<file path="src/rtl/vec_instr_assembler_if.sv">
// Control-bus beat input plus instruction-FIFO push side of the vector instruction assembler.
// slave is the assembler's view; master is the driver/FIFO side.
interface vec_instr_assembler_if #(
   parameter int DATA_WIDTH      = 64,
   parameter int VEC_INSTR_WIDTH = 32
);
   localparam int INSTR_WIDTH = 3*DATA_WIDTH - VEC_INSTR_WIDTH;

   logic [DATA_WIDTH-1:0]  s_data;
   logic                   s_valid;
   logic                   s_ready;
   logic                   flush;
   logic                   fifo_full;
   logic                   push;
   logic [INSTR_WIDTH-1:0] push_data;
   logic [1:0]             beat_cnt;
   logic [15:0]            instr_count;

   modport master (
      output s_data, s_valid, flush, fifo_full,
      input  s_ready, push, push_data, beat_cnt, instr_count
   );

   modport slave (
      input  s_data, s_valid, flush, fifo_full,
      output s_ready, push, push_data, beat_cnt, instr_count
   );
endinterface

</file>
<file path="src/rtl/vec_instr_assembler.sv">
// Packs three control-bus beats into one instruction word; push the cycle after beat 2 is accepted.
// A full FIFO with a word still pending stalls only beat 2; beats 0 and 1 keep flowing.
module vec_instr_assembler #(
   parameter int  DATA_WIDTH      = 64,
   parameter int  VEC_INSTR_WIDTH = 32,
   localparam int INSTR_WIDTH     = 3*DATA_WIDTH - VEC_INSTR_WIDTH
) (
   input logic                  CLK,
   input logic                  RESET,
   vec_instr_assembler_if.slave bus
);
   typedef enum logic [1:0] {
      BEAT0 = 2'd0,
      BEAT1 = 2'd1,
      BEAT2 = 2'd2
   } beat_e;

   beat_e                   state;
   beat_e                   state_nxt;
   logic [2*DATA_WIDTH-1:0] staging;
   logic [INSTR_WIDTH-1:0]  out_reg;
   logic                    pending;
   logic [15:0]             count_q;
   logic                    ready_int;
   logic                    accept;
   logic                    push_int;

   // Upper bits of beat 2 carry nothing for the instruction word.
   logic unused_upper;
   assign unused_upper = ^bus.s_data[DATA_WIDTH-1:DATA_WIDTH-VEC_INSTR_WIDTH];

   always_comb begin
      state_nxt = state;
      ready_int = 1'b0;
      if (!bus.flush) begin
         ready_int = (state != BEAT2) || !pending || !bus.fifo_full;
      end
      accept   = bus.s_valid && ready_int;
      push_int = pending && !bus.fifo_full;
      if (bus.flush) begin
         state_nxt = BEAT0;
      end else if (accept) begin
         case (state)
            BEAT0:   state_nxt = BEAT1;
            BEAT1:   state_nxt = BEAT2;
            default: state_nxt = BEAT0;
         endcase
      end
   end

   always_ff @(posedge CLK) begin
      if (RESET) begin
         state   <= BEAT0;
         staging <= '0;
         out_reg <= '0;
         pending <= 1'b0;
         count_q <= '0;
      end else begin
         state <= state_nxt;
         if (push_int) begin
            count_q <= count_q + 16'd1;
         end
         if (bus.flush) begin
            staging <= '0;
         end else if (accept && state == BEAT0) begin
            staging[DATA_WIDTH-1:0] <= bus.s_data;
         end else if (accept && state == BEAT1) begin
            staging[2*DATA_WIDTH-1:DATA_WIDTH] <= bus.s_data;
         end
         // A new beat 2 landing on a push cycle keeps pending set and reloads the word.
         if (accept && state == BEAT2) begin
            out_reg <= {bus.s_data[DATA_WIDTH-VEC_INSTR_WIDTH-1:0], staging};
            pending <= 1'b1;
         end else if (push_int) begin
            pending <= 1'b0;
         end
      end
   end

   assign bus.s_ready     = ready_int;
   assign bus.push        = push_int;
   assign bus.push_data   = out_reg;
   assign bus.beat_cnt    = state;
   assign bus.instr_count = count_q;
endmodule

</file>
<file path="src/flat_wrapper.sv">
// flat-port wrapper written by rule: the top's interface ports become plain ports
module vec_instr_assembler_flat 
#(
   parameter int  DATA_WIDTH      = 64,
   parameter int  VEC_INSTR_WIDTH = 32,
   localparam int INSTR_WIDTH     = 3*DATA_WIDTH - VEC_INSTR_WIDTH
)
  (CLK, RESET, bus_s_data, bus_s_valid, bus_flush, bus_fifo_full, bus_s_ready, bus_push, bus_push_data, bus_beat_cnt, bus_instr_count);
  vec_instr_assembler_if #(.DATA_WIDTH(DATA_WIDTH), .VEC_INSTR_WIDTH(VEC_INSTR_WIDTH)) bus_i ();
  input logic CLK;
  input logic RESET;
  input wire logic [$bits(bus_i.s_data)-1:0] bus_s_data;
  input wire logic [$bits(bus_i.s_valid)-1:0] bus_s_valid;
  input wire logic [$bits(bus_i.flush)-1:0] bus_flush;
  input wire logic [$bits(bus_i.fifo_full)-1:0] bus_fifo_full;
  output wire logic [$bits(bus_i.s_ready)-1:0] bus_s_ready;
  output wire logic [$bits(bus_i.push)-1:0] bus_push;
  output wire logic [$bits(bus_i.push_data)-1:0] bus_push_data;
  output wire logic [$bits(bus_i.beat_cnt)-1:0] bus_beat_cnt;
  output wire logic [$bits(bus_i.instr_count)-1:0] bus_instr_count;
  assign bus_i.s_data = bus_s_data;
  assign bus_i.s_valid = bus_s_valid;
  assign bus_i.flush = bus_flush;
  assign bus_i.fifo_full = bus_fifo_full;
  assign bus_s_ready = bus_i.s_ready;
  assign bus_push = bus_i.push;
  assign bus_push_data = bus_i.push_data;
  assign bus_beat_cnt = bus_i.beat_cnt;
  assign bus_instr_count = bus_i.instr_count;
  vec_instr_assembler #(.DATA_WIDTH(DATA_WIDTH), .VEC_INSTR_WIDTH(VEC_INSTR_WIDTH)) u_core (.CLK(CLK), .RESET(RESET), .bus(bus_i));
endmodule
</file>
<file path="config.mk">
export PLATFORM = sky130hd
export DESIGN_NAME = vec_instr_assembler_flat
export DESIGN_NICKNAME = d
export VERILOG_FILES = /design/src/rtl/vec_instr_assembler_if.sv /design/src/rtl/vec_instr_assembler.sv /design/src/flat_wrapper.sv
export SDC_FILE = /design/constraint.sdc
export NUM_CORES = 1
export LEC_CHECK = 0
export CORE_AREA = 2 2 158 160
export DETAILED_ROUTE_END_ITERATION = 8
export DIE_AREA = 0 0 160 162
export GPL_ROUTABILITY_DRIVEN = 0
export PLACE_DENSITY = 0.73
export SLEW_MARGIN = 5
export SYNTH_ARGS = -nofsm -noshare
export SYNTH_HDL_FRONTEND = slang
export SYNTH_SLANG_ARGS = --single-unit
</file>
<file path="constraint.sdc">
create_clock -name CLK -period 1.4 [get_ports CLK]
set_clock_uncertainty 0.1 [all_clocks]
set_input_delay 0.14 -clock CLK [delete_from_list [all_inputs] [get_ports CLK]]
set_output_delay 0.14 -clock CLK [all_outputs]
set_load 0.02 [all_outputs]
</file>
==> results of run 1 <==
final timing paths:
check,depth (start not counted),start,slack (ns),endpoint
setup reg to reg,6,u_core.bus.beat_cnt[1],-0.18,u_core.bus.push_data[94]
hold reg to reg,2,u_core.bus.push_data[7],0.35,u_core.bus.push_data[7]
setup / recovery,6,u_core.bus.beat_cnt[1],-0.18,u_core.bus.push_data[94]
hold / removal,3,bus_s_data[58],0.12,u_core.staging[58]
layer usage:
metal	vias up	GRT usage, %	wire length (um)
met5	-	0	0
met4	0	6.10	583
met3	46	7.41	3090
met2	384	41.9	17600
met1	5108	31.8	14800
li1	4943	-	-
final cells by class:
cell class	instances	area [um2]
flip-flops and latches	307	6190
multi-input cells	942	4980
well taps	324	405
inverters	1	3.75
clock buffers	46	946
fillers	1850	7250
repair buffers	349	4120
clock inverters	13	216
where the power goes:
group | leakage (uW) | internal (uW) | switching [uW]
Clock | 0.000571 | 5700 | 3560
Combinational | 0.00297 | 468 | 612
Sequential | 0.00249 | 8770 | 31.1
Total | 0.00602 | 14900 | 4200
through the flow:
step           setup WS (ns)  power (uW)  setup TNS, ns
6_report              -0.177       19100         -27.54
5_1_grt               -0.221       19700         -46.05
4_1_cts               -0.168       19100         -28.78
3_5_place_dp          -0.511        9740        -139.61
3_3_place_gp          -0.453        9740        -127.12
2_1_floorplan         -0.109        9300         -0.165
state kept, by name, summed over array words and instances, names as in the netlist:
register and flops:
u_core.bus.instr_count 16, u_core.staging 128, u_core.pending 1, u_core.bus.push_data 160, u_core.bus.beat_cnt 2
cells by family (layout without fill, tap and decap cells):
kind of cell / after synthesis / in the layout / synth area share (%)
compound gates: 301 / 301 / 14.4
buf+inv: 100 / 409 / 4.64
mux: 2 / 2 / 0.186
simple gates: 628 / 628 / 22.8
flops: 307 / 307 / 57.1
xor+xnor: 10 / 10 / 0.813
fa+ha+maj: 1 / 1 / 0.116
worst reg2reg max path: cells and delay by family (launching register included):
family,cells,cell delay [ns]
buffers and inverters,2,0.37
AO/OA/AOI/OAI,1,0.15
AND/OR/NAND/NOR,3,0.54
flip-flops,1,0.34
repair_timing:
item                                    4_1_cts  5_1_grt
gates resized for setup                     582      190
hold buffers                                  1        0
gates cloned                                 18       13
endpoints found under the setup margin      472      372
endpoints found under the hold margin        16        0
pin swaps                                    18       78
setup buffers                                11       10
cell usage after synthesis:
cell type	n	area, um2
sky130_fd_sc_hd__nand3_1	4	20.0
sky130_fd_sc_hd__mux2i_1	2	20.0
sky130_fd_sc_hd__ha_1	1	12.5
sky130_fd_sc_hd__nand2_1	584	2190
sky130_fd_sc_hd__or3_1	3	18.8
sky130_fd_sc_hd__buf_2	33	165
sky130_fd_sc_hd__buf_4	2	15.0
sky130_fd_sc_hd__xnor2_1	1	8.76
sky130_fd_sc_hd__a31oi_1	1	6.26
sky130_fd_sc_hd__buf_6	10	113
sky130_fd_sc_hd__or4_1	2	15.0
sky130_fd_sc_hd__or2_2	1	6.26
sky130_fd_sc_hd__and4b_1	1	10.0
sky130_fd_sc_hd__nand3_2	2	20.0
sky130_fd_sc_hd__clkbuf_1	51	191
sky130_fd_sc_hd__a21oi_2	10	87.6
sky130_fd_sc_hd__a22oi_1	1	7.51
sky130_fd_sc_hd__xor2_1	9	78.8
sky130_fd_sc_hd__dfxtp_1	307	6150
sky130_fd_sc_hd__and2_1	3	18.8
sky130_fd_sc_hd__a21oi_1	283	1420
sky130_fd_sc_hd__nand4_1	4	25.0
sky130_fd_sc_hd__nor2_1	14	52.6
sky130_fd_sc_hd__o21ai_0	5	25.0
sky130_fd_sc_hd__o31ai_1	1	7.51
sky130_fd_sc_hd__and4_4	1	11.3
sky130_fd_sc_hd__buf_1	3	11.3
sky130_fd_sc_hd__and3_1	3	18.8
sky130_fd_sc_hd__nand4_2	1	12.5
sky130_fd_sc_hd__inv_1	1	3.75
sky130_fd_sc_hd__nor2b_1	5	31.3
==> flow_metrics.env, run 1 <==
export IMPL_grt_util_all_layers_pct=25.0
export IMPL_numPortBuffers=248
export IMPL_timing_critical_path_slowest_cell_delay_ns=0.34
export IMPL_violations="negative setup slack"
export IMPL_critical_path_top_delay_family="simple AND/OR/NAND/NOR gates"
export IMPL_timing_max_cap_violations=0
export IMPL_fmax_mhz=634
export IMPL_setup_ws_ns=-0.177
export IMPL_post_synth_cell_area_avg_um2=7.98
export IMPL_timing_critical_path_cells="nor2b_4 -> and3_4 -> buf_6 -> clkbuf_16 -> nand2_1 -> a21oi_1"
export IMPL_wl_mm=36.1
export IMPL_netlist_cell_type_count=31
export IMPL_pin_count_of_the_biggest_net_entering_global_routing=107
export IMPL_power_per_cell_area_nw_per_um2=1140
export IMPL_post_route_cells_drive_above_1_share_pct=29.1
export IMPL_clk_pin_slew_worst_paths_ns=0.06
export IMPL_utilization_pct=69.9
export IMPL_rows=57
export IMPL_drt_first_iter_violations=792
export IMPL_drt_pass1_iterations=5
export IMPL_drc=0
export IMPL_min_period_ns=1.58
export IMPL_die_h_um=162
export IMPL_die_w_um=160
export IMPL_layout_commonest_cell="sky130_fd_sc_hd__nand2_1"
export IMPL_synth_seq_area_share_pct=57.1
export IMPL_antenna_found_initial=0
export IMPL_routedWlPerCell_um=18.2
export IMPL_fin_area_um2=16900
export IMPL_total_leakage_power_uw=0.00602
export IMPL_worstSetupPathType="flip-flop to flip-flop"
export IMPL_synth_seq_cells=307
export IMPL_vias=10481
export IMPL_slew_violations=0
export IMPL_floorplan_io_pins=249
export IMPL_route_antenna_remaining_nets=0
export IMPL_dp_hpwl_mm=19.4
export IMPL_detail_route_vias_per_cell=5.29
export IMPL_timing_max_slew_rel_slack_pct=58.3
export IMPL_area_delta_synth_final_pct=56.6
export IMPL_setup_viol_count_final=296
export IMPL_finalHoldViolCount=0
export IMPL_grt_setup_unrepaired="yes"
export IMPL_first_global_vias=9741
export IMPL_start_util_pct=44.7
export IMPL_hold_path_class="input pin to flip-flop"
export IMPL_whs_ns=0.115
export IMPL_worst_ep_required_time_ns=1.72
export IMPL_status="complete, but fails checks"
export IMPL_yosysWarnings=0
export IMPL_synthesis_nets=1419
export IMPL_highest_ir_drop_seen_on_vdd_mv=0.914
export IMPL_n_antenna_cell=0
export IMPL_place_area_um2=13800
export IMPL_tightestPinTransition_ns=0.626
export IMPL_worst_path_buf_inv=2
export IMPL_commonest_cells_after_routing_fill_and_taps_aside="513 x sky130_fd_sc_hd__nand2_1, 292 x sky130_fd_sc_hd__dfxtp_1, 191 x sky130_fd_sc_hd__a21oi_1, 102 x sky130_fd_sc_hd__a21oi_2, 97 x sky130_fd_sc_hd__clkdlybuf4s15_2"
export IMPL_worstPathArrival_ns=1.90
export IMPL_period_share_pct=113
export IMPL_crit_path_top_delay_cell="sky130_fd_sc_hd__dfxtp_4"
export IMPL_clk_root_buffer_cell="sky130_fd_sc_hd__clkbuf_16"
export IMPL_grt_pass1_wl_mm=52.0
export IMPL_numCtsBuffers=34
export IMPL_clock_sinks=307
export IMPL_cp_max_fo=18
export IMPL_syn_inst=1349
export IMPL_synthesis_area_um2=10800
export IMPL_global_route_overflow_total=0
export IMPL_cp_start_kind="flip-flop"
export IMPL_tritoncts="yes"
export IMPL_cts_max_level=2
export IMPL_core_area_um2=24100
export IMPL_final_nets=1705
export IMPL_setup_worst_path_end_class="flip-flop"
export IMPL_dieArea_um2=25900
export IMPL_layout_cells_non_filler=1982
export IMPL_clk_insertion_delay_late_ns=0.51
export IMPL_post_place_cells=1874
export IMPL_cts_max_path_buffers=3
Power figures use the tool's default switching activity.
==> inputs of run 2 (changes only) <==
- MAX_ROUTING_LAYER: not set -> met4
==> run 2 against run 1 <==
Effect of this change:
- the flow still finishes with violations (negative setup slack)
- first-iteration DRC count grew 13%
- sequential power is essentially flat
- utilization is essentially flat
- setup slack lost 0.0038 ns
- clock power is essentially flat
- die area is the same
- sequential cell count is the same
- global-route usage grew 0.72 points
- via count grew 0.44%
- maximum frequency shrank 0.24%
- combinational power is essentially flat
- non-clock buffer count shrank 1
==> flow_metrics.env, run 2 (same netlist as run 1, synthesis figures left out) <==
export IMPL_area_delta_synth_final_pct=56.5
export IMPL_cp_start_kind="flip-flop"
export IMPL_largest_register_ffs=160
export IMPL_timing_max_cap_violations=0
export IMPL_n_antenna_cell=0
export IMPL_setup_ws_ns=-0.180
export IMPL_antenna_found_initial=0
export IMPL_setup_worst_path_end_class="flip-flop"
export IMPL_worstPathArrival_ns=1.93
export IMPL_power_per_cell_area_nw_per_um2=1140
export IMPL_vias=10527
export IMPL_numPortBuffers=248
export IMPL_fin_area_um2=16800
export IMPL_numCtsBuffers=34
export IMPL_global_route_overflow_total=0
export IMPL_cts_max_path_buffers=3
export IMPL_routedWlPerCell_um=18.2
export IMPL_total_leakage_power_uw=0.00605
export IMPL_pin_count_of_the_biggest_net_entering_global_routing=107
export IMPL_first_global_vias=9761
export IMPL_cts_max_level=2
export IMPL_worst_ep_required_time_ns=1.75
export IMPL_detail_route_vias_per_cell=5.31
export IMPL_clock_sinks=307
export IMPL_route_antenna_remaining_nets=0
export IMPL_rows=57
export IMPL_status="complete, but fails checks"
export IMPL_highest_ir_drop_seen_on_vdd_mv=0.876
export IMPL_fmax_mhz=633
export IMPL_grt_setup_unrepaired="yes"
export IMPL_core_area_um2=24100
export IMPL_wl_mm=36.1
export IMPL_finalHoldViolCount=0
export IMPL_final_nets=1704
export IMPL_setup_tns_final_ns=-29.29
export IMPL_place_area_um2=13800
export IMPL_dieArea_um2=25900
export IMPL_grt_pass1_wl_mm=52.0
export IMPL_setup_viol_count_final=296
export IMPL_drt_pass1_iterations=5
export IMPL_crit_path_top_delay_cell="sky130_fd_sc_hd__dfxtp_4"
export IMPL_dp_hpwl_mm=19.4
export IMPL_layout_commonest_cell="sky130_fd_sc_hd__nand2_1"
export IMPL_floorplan_io_pins=249
export IMPL_cp_max_fo=8
export IMPL_utilization_pct=69.9
export IMPL_violations="negative setup slack"
export IMPL_post_route_cells_drive_above_1_share_pct=28.9
export IMPL_grt_util_all_layers_pct=25.7
export IMPL_min_period_ns=1.58
export IMPL_worstSetupPathType="flip-flop to flip-flop"
export IMPL_tritoncts="yes"
export IMPL_tightestPinTransition_ns=0.585
export IMPL_drc=0
export IMPL_clk_pin_slew_worst_paths_ns=0.06
export IMPL_hold_path_class="input pin to flip-flop"
export IMPL_drt_first_iter_violations=896
export IMPL_commonest_cells_after_routing_fill_and_taps_aside="512 x sky130_fd_sc_hd__nand2_1, 292 x sky130_fd_sc_hd__dfxtp_1, 194 x sky130_fd_sc_hd__a21oi_1, 99 x sky130_fd_sc_hd__a21oi_2, 97 x sky130_fd_sc_hd__clkdlybuf4s15_2"
export IMPL_clk_root_buffer_cell="sky130_fd_sc_hd__clkbuf_16"
export IMPL_start_util_pct=44.7
export IMPL_period_share_pct=113
export IMPL_die_w_um=160
export IMPL_timing_max_slew_rel_slack_pct=61.0
export IMPL_timing_critical_path_cells="buf_6 -> nor2b_4 -> and2_4 -> buf_12 -> clkbuf_16 -> nand2_4 -> a21oi_2"
export IMPL_slew_violations=0
export IMPL_clk_insertion_delay_late_ns=0.51
export IMPL_die_h_um=162
export IMPL_timing_critical_path_slowest_cell_delay_ns=0.37
[run 2: per-stage QoR]
stage                     instances  total power (uW)  setup slack, ns  hold WS (ns)
after floorplan                1349              9300           -0.109         0.176
after global placement         1874              9740           -0.453         0.304
after detailed placement       1874              9740           -0.511         0.305
after CTS                      1963             19100           -0.168        0.0985
after global routing           1981             19700           -0.234         0.116
final                          1981             19100           -0.180         0.114
[run 2: metal layers]
metal	GRT usage, %	wire length (um)	vias to the layer above	share of wire, %
met1	31.8	14900	5156	41
li1	-	-	4945	-
met3	6.92	2850	49	7.9
met5	-	0	-	0
met4	6.10	629	0	1.7
met2	42.1	17700	377	49
[run 2: worst paths after layout]
path | endpoint | slack [ns] | depth (start not counted) | startpoint
setup reg to reg | u_core.staging[78] | -0.18 | 7 | u_core.bus.beat_cnt[0]
hold reg to reg | u_core.bus.push_data[149] | 0.35 | 2 | u_core.bus.push_data[149]
setup / recovery | u_core.staging[78] | -0.18 | 7 | u_core.bus.beat_cnt[0]
hold / removal | u_core.staging[58] | 0.11 | 3 | bus_s_data[58]
[run 2: cell type report]
class	instances	area, um2
Clock inverter	13	216
Multi-Input combinational cell	942	4990
Fill cell	1848	7260
Tap cell	324	405
Sequential cell	307	6190
Timing Repair Buffer	348	4100
Clock buffer	46	946
Inverter	1	3.75
[run 2: power by group]
| group | leakage [uW] | internal [uW] | switching, uW |
|---|---|---|---|
| Clock | 0.000571 | 5700 | 3560 |
| Sequential | 0.00249 | 8770 | 30.9 |
| Combinational | 0.00299 | 466 | 614 |
| Total | 0.00605 | 14900 | 4200 |
[run 2: worst max-delay path, delay by kind of cell, from the launching register on]
kind,cells,cell delay [ns]
AND/OR/NAND/NOR,3,0.48
flip-flops,1,0.37
AO/OA/AOI/OAI,1,0.13
buffers and inverters,3,0.44
[run 2: repair_timing]
item / CTS / global route
resized for setup: 582 / 194
gates cloned: 18 / 13
hold buffers: 1 / 0
setup buffers: 11 / 10
hold endpoints to repair: 16 / 0
setup endpoints to repair: 472 / 371
pin swaps: 18 / 85
==> inputs of run 3 (changes only) <==
- MAX_ROUTING_LAYER: met4 -> not set
==> results of run 3 <==
Same layout as run 1: the final DEF is identical, and so are final timing and power.
